===== src/rtl/mux_share_arbiter_if.sv =====
// Handshake and datapath bundle between the requesters and the shared-mux arbiter.
// master = requester side, slave = arbiter side.
interface mux_share_arbiter_if #(
   parameter int DATA_W = 1,
   parameter int CNT_W  = 8
);
   logic [1:0]        req;
   logic [DATA_W-1:0] data0;
   logic [DATA_W-1:0] data1;
   logic [1:0]        gnt;
   logic              sel;
   logic [DATA_W-1:0] dout;
   logic              valid;
   logic [CNT_W-1:0]  hold_cnt;

   modport master (
      output req, data0, data1,
      input  gnt, sel, dout, valid, hold_cnt
   );

   modport slave (
      input  req, data0, data1,
      output gnt, sel, dout, valid, hold_cnt
   );
endinterface


===== src/rtl/mux_share_arbiter.sv =====
// Round-robin arbiter for two requesters sharing one 2:1 mux, with a MAX_HOLD
// timeslot limit under contention and registered grant/select/data outputs.
module mux_share_arbiter #(
   parameter int DATA_W   = 1,
   parameter int MAX_HOLD = 4,
   parameter int CNT_W    = 8
) (
   input logic              Clock,
   input logic              Reset,
   mux_share_arbiter_if.slave bus
);

   typedef enum logic [1:0] {
      IDLE = 2'd0,
      G0   = 2'd1,
      G1   = 2'd2
   } state_t;

   localparam logic [CNT_W-1:0] HOLD_LAST = CNT_W'(MAX_HOLD - 1);

   state_t            state, state_nxt;
   logic              last, last_nxt;
   logic              sel_r, sel_nxt;
   logic [DATA_W-1:0] dout_r, dout_nxt;
   logic [CNT_W-1:0]  cnt_r, cnt_nxt;
   logic              mine, other;

   always_ff @(posedge Clock) begin
      if (Reset) begin
         state <= IDLE;
         last  <= 1'b1;
         sel_r <= 1'b0;
         dout_r <= '0;
         cnt_r <= '0;
      end else begin
         state <= state_nxt;
         last  <= last_nxt;
         sel_r <= sel_nxt;
         dout_r <= dout_nxt;
         cnt_r <= cnt_nxt;
      end
   end

   always_comb begin
      state_nxt = state;
      last_nxt  = last;
      sel_nxt   = sel_r;
      cnt_nxt   = '0;
      mine      = 1'b0;
      other     = 1'b0;

      case (state)
         IDLE: begin
            case (bus.req)
               2'b01:   state_nxt = G0;
               2'b10:   state_nxt = G1;
               2'b11:   state_nxt = last ? G0 : G1;
               default: state_nxt = IDLE;
            endcase
         end
         G0, G1: begin
            mine  = (state == G0) ? bus.req[0] : bus.req[1];
            other = (state == G0) ? bus.req[1] : bus.req[0];
            if (!mine)
               state_nxt = other ? ((state == G0) ? G1 : G0) : IDLE;
            else if (other && cnt_r == HOLD_LAST)
               state_nxt = (state == G0) ? G1 : G0;
            else
               state_nxt = state;
         end
         default: state_nxt = IDLE;
      endcase

      // Counter only advances while the same grant persists; any entry clears it.
      if (state_nxt == state && state != IDLE)
         cnt_nxt = (cnt_r == '1) ? cnt_r : cnt_r + CNT_W'(1);

      if (state_nxt == G0) begin
         last_nxt = 1'b0;
         sel_nxt  = 1'b0;
      end else if (state_nxt == G1) begin
         last_nxt = 1'b1;
         sel_nxt  = 1'b1;
      end

      // NOT/AND/OR select path; in IDLE the last mux output is held.
      if (state_nxt == IDLE)
         dout_nxt = dout_r;
      else
         dout_nxt = (bus.data0 & {DATA_W{~sel_nxt}}) | (bus.data1 & {DATA_W{sel_nxt}});
   end

   assign bus.gnt      = {state == G1, state == G0};
   assign bus.valid    = (state != IDLE);
   assign bus.sel      = sel_r;
   assign bus.dout     = dout_r;
   assign bus.hold_cnt = cnt_r;

endmodule


===== src/flat_wrapper.sv =====
// flat-port wrapper written by rule: the top's interface ports become plain ports
module mux_share_arbiter_flat 
#(
   parameter int DATA_W   = 1,
   parameter int MAX_HOLD = 4,
   parameter int CNT_W    = 8
)
  (Clock, Reset, bus_req, bus_data0, bus_data1, bus_gnt, bus_sel, bus_dout, bus_valid, bus_hold_cnt);
  mux_share_arbiter_if #(.DATA_W(DATA_W), .CNT_W(CNT_W)) bus_i ();
  input logic Clock;
  input logic Reset;
  input wire logic [$bits(bus_i.req)-1:0] bus_req;
  input wire logic [$bits(bus_i.data0)-1:0] bus_data0;
  input wire logic [$bits(bus_i.data1)-1:0] bus_data1;
  output wire logic [$bits(bus_i.gnt)-1:0] bus_gnt;
  output wire logic [$bits(bus_i.sel)-1:0] bus_sel;
  output wire logic [$bits(bus_i.dout)-1:0] bus_dout;
  output wire logic [$bits(bus_i.valid)-1:0] bus_valid;
  output wire logic [$bits(bus_i.hold_cnt)-1:0] bus_hold_cnt;
  assign bus_i.req = bus_req;
  assign bus_i.data0 = bus_data0;
  assign bus_i.data1 = bus_data1;
  assign bus_gnt = bus_i.gnt;
  assign bus_sel = bus_i.sel;
  assign bus_dout = bus_i.dout;
  assign bus_valid = bus_i.valid;
  assign bus_hold_cnt = bus_i.hold_cnt;
  mux_share_arbiter #(.DATA_W(DATA_W), .MAX_HOLD(MAX_HOLD), .CNT_W(CNT_W)) u_core (.Clock(Clock), .Reset(Reset), .bus(bus_i));
endmodule

===== config.mk =====
export PLATFORM = sky130hd
export DESIGN_NAME = mux_share_arbiter_flat
export DESIGN_NICKNAME = d
export VERILOG_FILES = /design/src/rtl/mux_share_arbiter_if.sv /design/src/rtl/mux_share_arbiter.sv /design/src/flat_wrapper.sv
export SDC_FILE = /design/constraint.sdc
export NUM_CORES = 1
export LEC_CHECK = 0
export ABC_AREA = 0
export ABC_CLOCK_PERIOD_IN_PS = 3700
export BUFFER_PORTS_ARGS = -buffer_cell sky130_fd_sc_hd__buf_4
export CORE_MARGIN = 4
export CORE_UTILIZATION = 39
export CTS_CLUSTER_DIAMETER = 40
export DETAILED_ROUTE_END_ITERATION = 6
export SETUP_SLACK_MARGIN = 0.3
export SLEW_MARGIN = 20
export SYNTH_ARGS = -nofsm -noshare
export SYNTH_HDL_FRONTEND = slang
export SYNTH_SLANG_ARGS = --single-unit
export TNS_END_PERCENT = 100

===== constraint.sdc =====
create_clock -name Clock -period 3.7 [get_ports Clock]
set_clock_uncertainty 0.1 [all_clocks]
set_input_delay 0.925 -clock Clock [delete_from_list [all_inputs] [get_ports Clock]]
set_output_delay 0.925 -clock Clock [all_outputs]
set_load 0.01 [all_outputs]

==> impl_table.tex <==
\begin{tabular}{lr}
\hline
Metric & Value \\
\hline
\multicolumn{2}{l}{\textbf{Yosys}} \\
Number of flops mapped to enable cells by yosys & 0 \\
Ys Warns & 0 \\
Async SR Flop Fraction & 0\% \\
Synth Area per Inst & 8.66 sq um \\
Post-synth top flop & sky130\_fd\_sc\_hd\_\_dfxtp\_1 \\
Area of the mapped netlist & 901 sq um \\
Proportion of synthesized chip area in sequential cells & 28.9\% \\
Post-synth cell types & 35 \\
Cells after Synth & 104 \\
Number of synthesized register bits & 13 \\
Total nets after synthesis & 118 \\
\multicolumn{2}{l}{\textbf{Outcome}} \\
Status & complete, no violations \\
\multicolumn{2}{l}{\textbf{Global routing}} \\
First-pass GRT wire length & 3580 um \\
Pin count of the biggest net entering global routing & 10 \\
Via count of the first global-routing pass & 855 \\
Initial antenna violation count & 0 \\
Total global routing overflow & 0 \\
Overall track demand over capacity in global routing & 13.6\% \\
\multicolumn{2}{l}{\textbf{STA}} \\
Unrepaired setup endpoints after global routing & no \\
Crit path setup slack, layout & 650 ps \\
Final count of pins violating max slew & 0 \\
Post-route clock period utilization & 82.4\% \\
Post-route minimum period & 3050 ps \\
Final TNS setup & 0 ps \\
Slew @ Worst Pin & 799 ps \\
Maximum clock rate & 328 MHz \\
Finish-stage setup viols & 0 \\
Count of endpoints failing hold in the final timing report & 0 \\
Worst relative slew slack & 46.1\% \\
\multicolumn{2}{l}{\textbf{Pwr}} \\
Net switching share of the total power & 34.1\% \\
Net switching power & 125 uW \\
Total leakage power & 0.000430 uW \\
Internal power of the cells & 241 uW \\
Share of total power in the clock network & 24.3\% \\
Cell area power density & 333 mW/mm\^{}2 \\
Sequential cell fraction of total power & 43.5\% \\
Maximum vdd drop & 0.000261 V \\
Total design power & 365 uW \\
Combinational fraction of design power & 32.3\% \\
\multicolumn{2}{l}{\textbf{Setup path}} \\
R2R Path Start & u\_core.bus.hold\_cnt[0] \\
Startpoint type of the worst setup path & flip-flop \\
Critical Setup Path Class & flip-flop to flip-flop \\
Data arrival time of the critical path & 3120 ps \\
Required arrival time at the worst endpoint & 3770 ps \\
Critical Path Sink Type & flip-flop \\
Cell count of the worst reg-to-reg path & 11 \\
CP max FO & 5 \\
Cell with the biggest individual delay on the critical path & sky130\_fd\_sc\_hd\_\_or4b\_4 \\
Worst setup slack for register-to-register paths & 650 ps \\
FF-to-FF End & u\_core.bus.dout \\
Worst path max stage delay & 490 ps \\
Sequence of cells on the critical path & ha\_1 -> or4b\_4 -> or2\_4 -> or3\_1 -> a31o\_2 -> ha\_1 -> o21bai\_1 -> mux2i\_1 -> nor2\_1 -> a21oi\_1 -> nor2\_1 \\
\multicolumn{2}{l}{\textbf{CTS}} \\
Number of clock buffers inserted by TritonCTS & 3 \\
Number of H-tree levels & 1 \\
Number of hold buffers added after cts & 0 \\
Clock sink count & 13 \\
Clock Tree Buf Depth & 2 \\
Skew-Pair Late Insertion Delay & 270 ps \\
Cts repair resizes & 0 \\
Clk Tree Root Cell & sky130\_fd\_sc\_hd\_\_clkbuf\_4 \\
Number of post-CTS setup repair buffers & 0 \\
Clock slew seen by the registers of the worst setup and hold paths & 80 ps \\
Clock tree from TritonCTS & built \\
\multicolumn{2}{l}{\textbf{Cells and area}} \\
Total non-filler cell area in the finished layout & 0.00110 sq mm \\
Sequential standard cell area & 260 sq um \\
Fraction of layout instances using a drive strength above 1 & 23.0\% \\
Ant diodes & 0 \\
Post-layout net count & 141 \\
Leading cell type in the layout, fill and taps excluded & sky130\_fd\_sc\_hd\_\_buf\_4 \\
Commonest non-fill, non-tap cells in the layout & 18 x sky130\_fd\_sc\_hd\_\_buf\_4, 13 x sky130\_fd\_sc\_hd\_\_dfxtp\_1, 8 x sky130\_fd\_sc\_hd\_\_ha\_1 \\
P\&R area growth vs syn & 21.8\% \\
Number of inserted filler cells in the final layout & 227 \\
Multi-input gate area & 614 sq um \\
\multicolumn{2}{l}{\textbf{Worst hold path}} \\
Worst min-delay path category & flip-flop to flip-flop \\
Number of instances on the worst hold path & 2 \\
Hold Path Origin & u\_core.bus.dout \\
Hold Path Sink & u\_core.bus.dout \\
\multicolumn{2}{l}{\textbf{Drt}} \\
Total detailed-routing wirelength & 2030 um \\
Routed wirelength normalized by instance count & 13.2 um \\
Number of DRC markers after the initial detailed-route iteration & 13 \\
Drc violations & 0 \\
Remaining antenna violation count & 0 \\
Via-to-Cell Ratio & 5.53 \\
1st-pass router iterations & 4 \\
Via total after detailed routing & 852 \\
\multicolumn{2}{l}{\textbf{Die}} \\
Ports placed on the boundary & 19 \\
DIE AREA & 0.00314 sq mm \\
Chip height & 56.1 um \\
Die width & 56.1 um \\
Initial core utilization & 40.7\% \\
Area of the core & 0.00221 sq mm \\
Rows & 17 \\
\multicolumn{2}{l}{\textbf{Flow run}} \\
Number of max-cap violations & 0 \\
\multicolumn{2}{l}{\textbf{Placed design}} \\
Cell area reported after detailed placement & 0.00107 sq mm \\
Buffers on Ports & 18 \\
Estimated wirelength of the detail-placed design & 1600 um \\
Post-place setup slack & 657 ps \\
Gp weighted congestion & 0.765 \\
\hline
\end{tabular}
final cells by class:
class / instances / area share, %
clock buffer: 4 / 2.39
timing repair buffer: 18 / 12.3
inverter: 7 / 2.39
sequential: 13 / 23.7
multi-input combinational: 84 / 56.0
tap: 28 / 3.19
worst max-delay path by stage:
stage	to	cells past startpoint	startpoint
finish	u_core.bus.dout	11	u_core.bus.hold_cnt[0]
global route	u_core.bus.dout	12	u_core.bus.hold_cnt[0]
CTS	u_core.bus.dout	11	u_core.bus.hold_cnt[0]
detailed placement	u_core.bus.dout	11	u_core.bus.hold_cnt[0]
global placement	u_core.bus.dout	11	u_core.bus.hold_cnt[0]
floorplan	u_core.bus.dout	11	u_core.bus.hold_cnt[0]
Yosys cell counts (3+ instances only):
cell type / instances / area, sq um
sky130_fd_sc_hd__dfxtp_1: 13 / 260
sky130_fd_sc_hd__ha_1: 8 / 100
sky130_fd_sc_hd__inv_1: 7 / 26.3
sky130_fd_sc_hd__nand2_1: 7 / 26.3
sky130_fd_sc_hd__nor2_1: 7 / 26.3
sky130_fd_sc_hd__o211ai_1: 6 / 45.0
sky130_fd_sc_hd__nor3_1: 5 / 25.0
sky130_fd_sc_hd__mux2i_1: 4 / 40.0
sky130_fd_sc_hd__nand3_1: 4 / 20.0
sky130_fd_sc_hd__nor4b_1: 4 / 35.0
sky130_fd_sc_hd__o21ai_0: 4 / 20.0
sky130_fd_sc_hd__a21oi_1: 3 / 15.0
sky130_fd_sc_hd__nand2b_1: 3 / 18.8
sky130_fd_sc_hd__nand4_1: 3 / 18.8
worst max-delay path: cells and delay by family, from the launching register on:
family                     cells  cell delay, ps
muxes                          1             150
DFF                            1             430
AOI/OAI and AO/OA              3             580
and+or+nand+nor                5            1240
adders and majority gates      2             450
per-layer routing:
layer  vias to the layer above  GRT usage, %  wire length, um
met5                         -             0                0
met4                         0          3.39                0
met3                         0          2.55               78
met2                        18          24.4             1010
met1                       398          16.4              946
li1                        436             -                -
per-stage QoR:
step                utilization [%]  hold WS [ps]  cells
floorplan                         -           367    104
global placement               48.4           374    150
detailed placement             48.4           389    150
CTS                            49.6           408    154
global route                   49.6           472    154
finish                         49.6           404    154
power groups by stage:
stage          logic [uW]  registers [uW]  clock network [uW]
2_1_floorplan        77.9             161                   0
3_3_place_gp          116             161                   0
3_5_place_dp          118             162                   0
4_1_cts               118             158                91.7
5_1_grt               131             160                 101
6_report              118             159                88.6
cells by family after synthesis:
family,Yosys count,share of synthesized area (%)
buf+inv,7,2.92
mux,5,5.69
flops,13,28.9
compound gates,22,18.2
xor+xnor,2,1.94
simple gates,47,31.3
fa+ha+maj,8,11.1
registers in the layout, summed over array words and instances, names as in the netlist:
name                 count
u_core.bus.dout          1
u_core.bus.hold_cnt      8
u_core.bus.sel           1
u_core.last              1
u_core.state             2
Note: power is estimated with default switching activity, not from simulation.
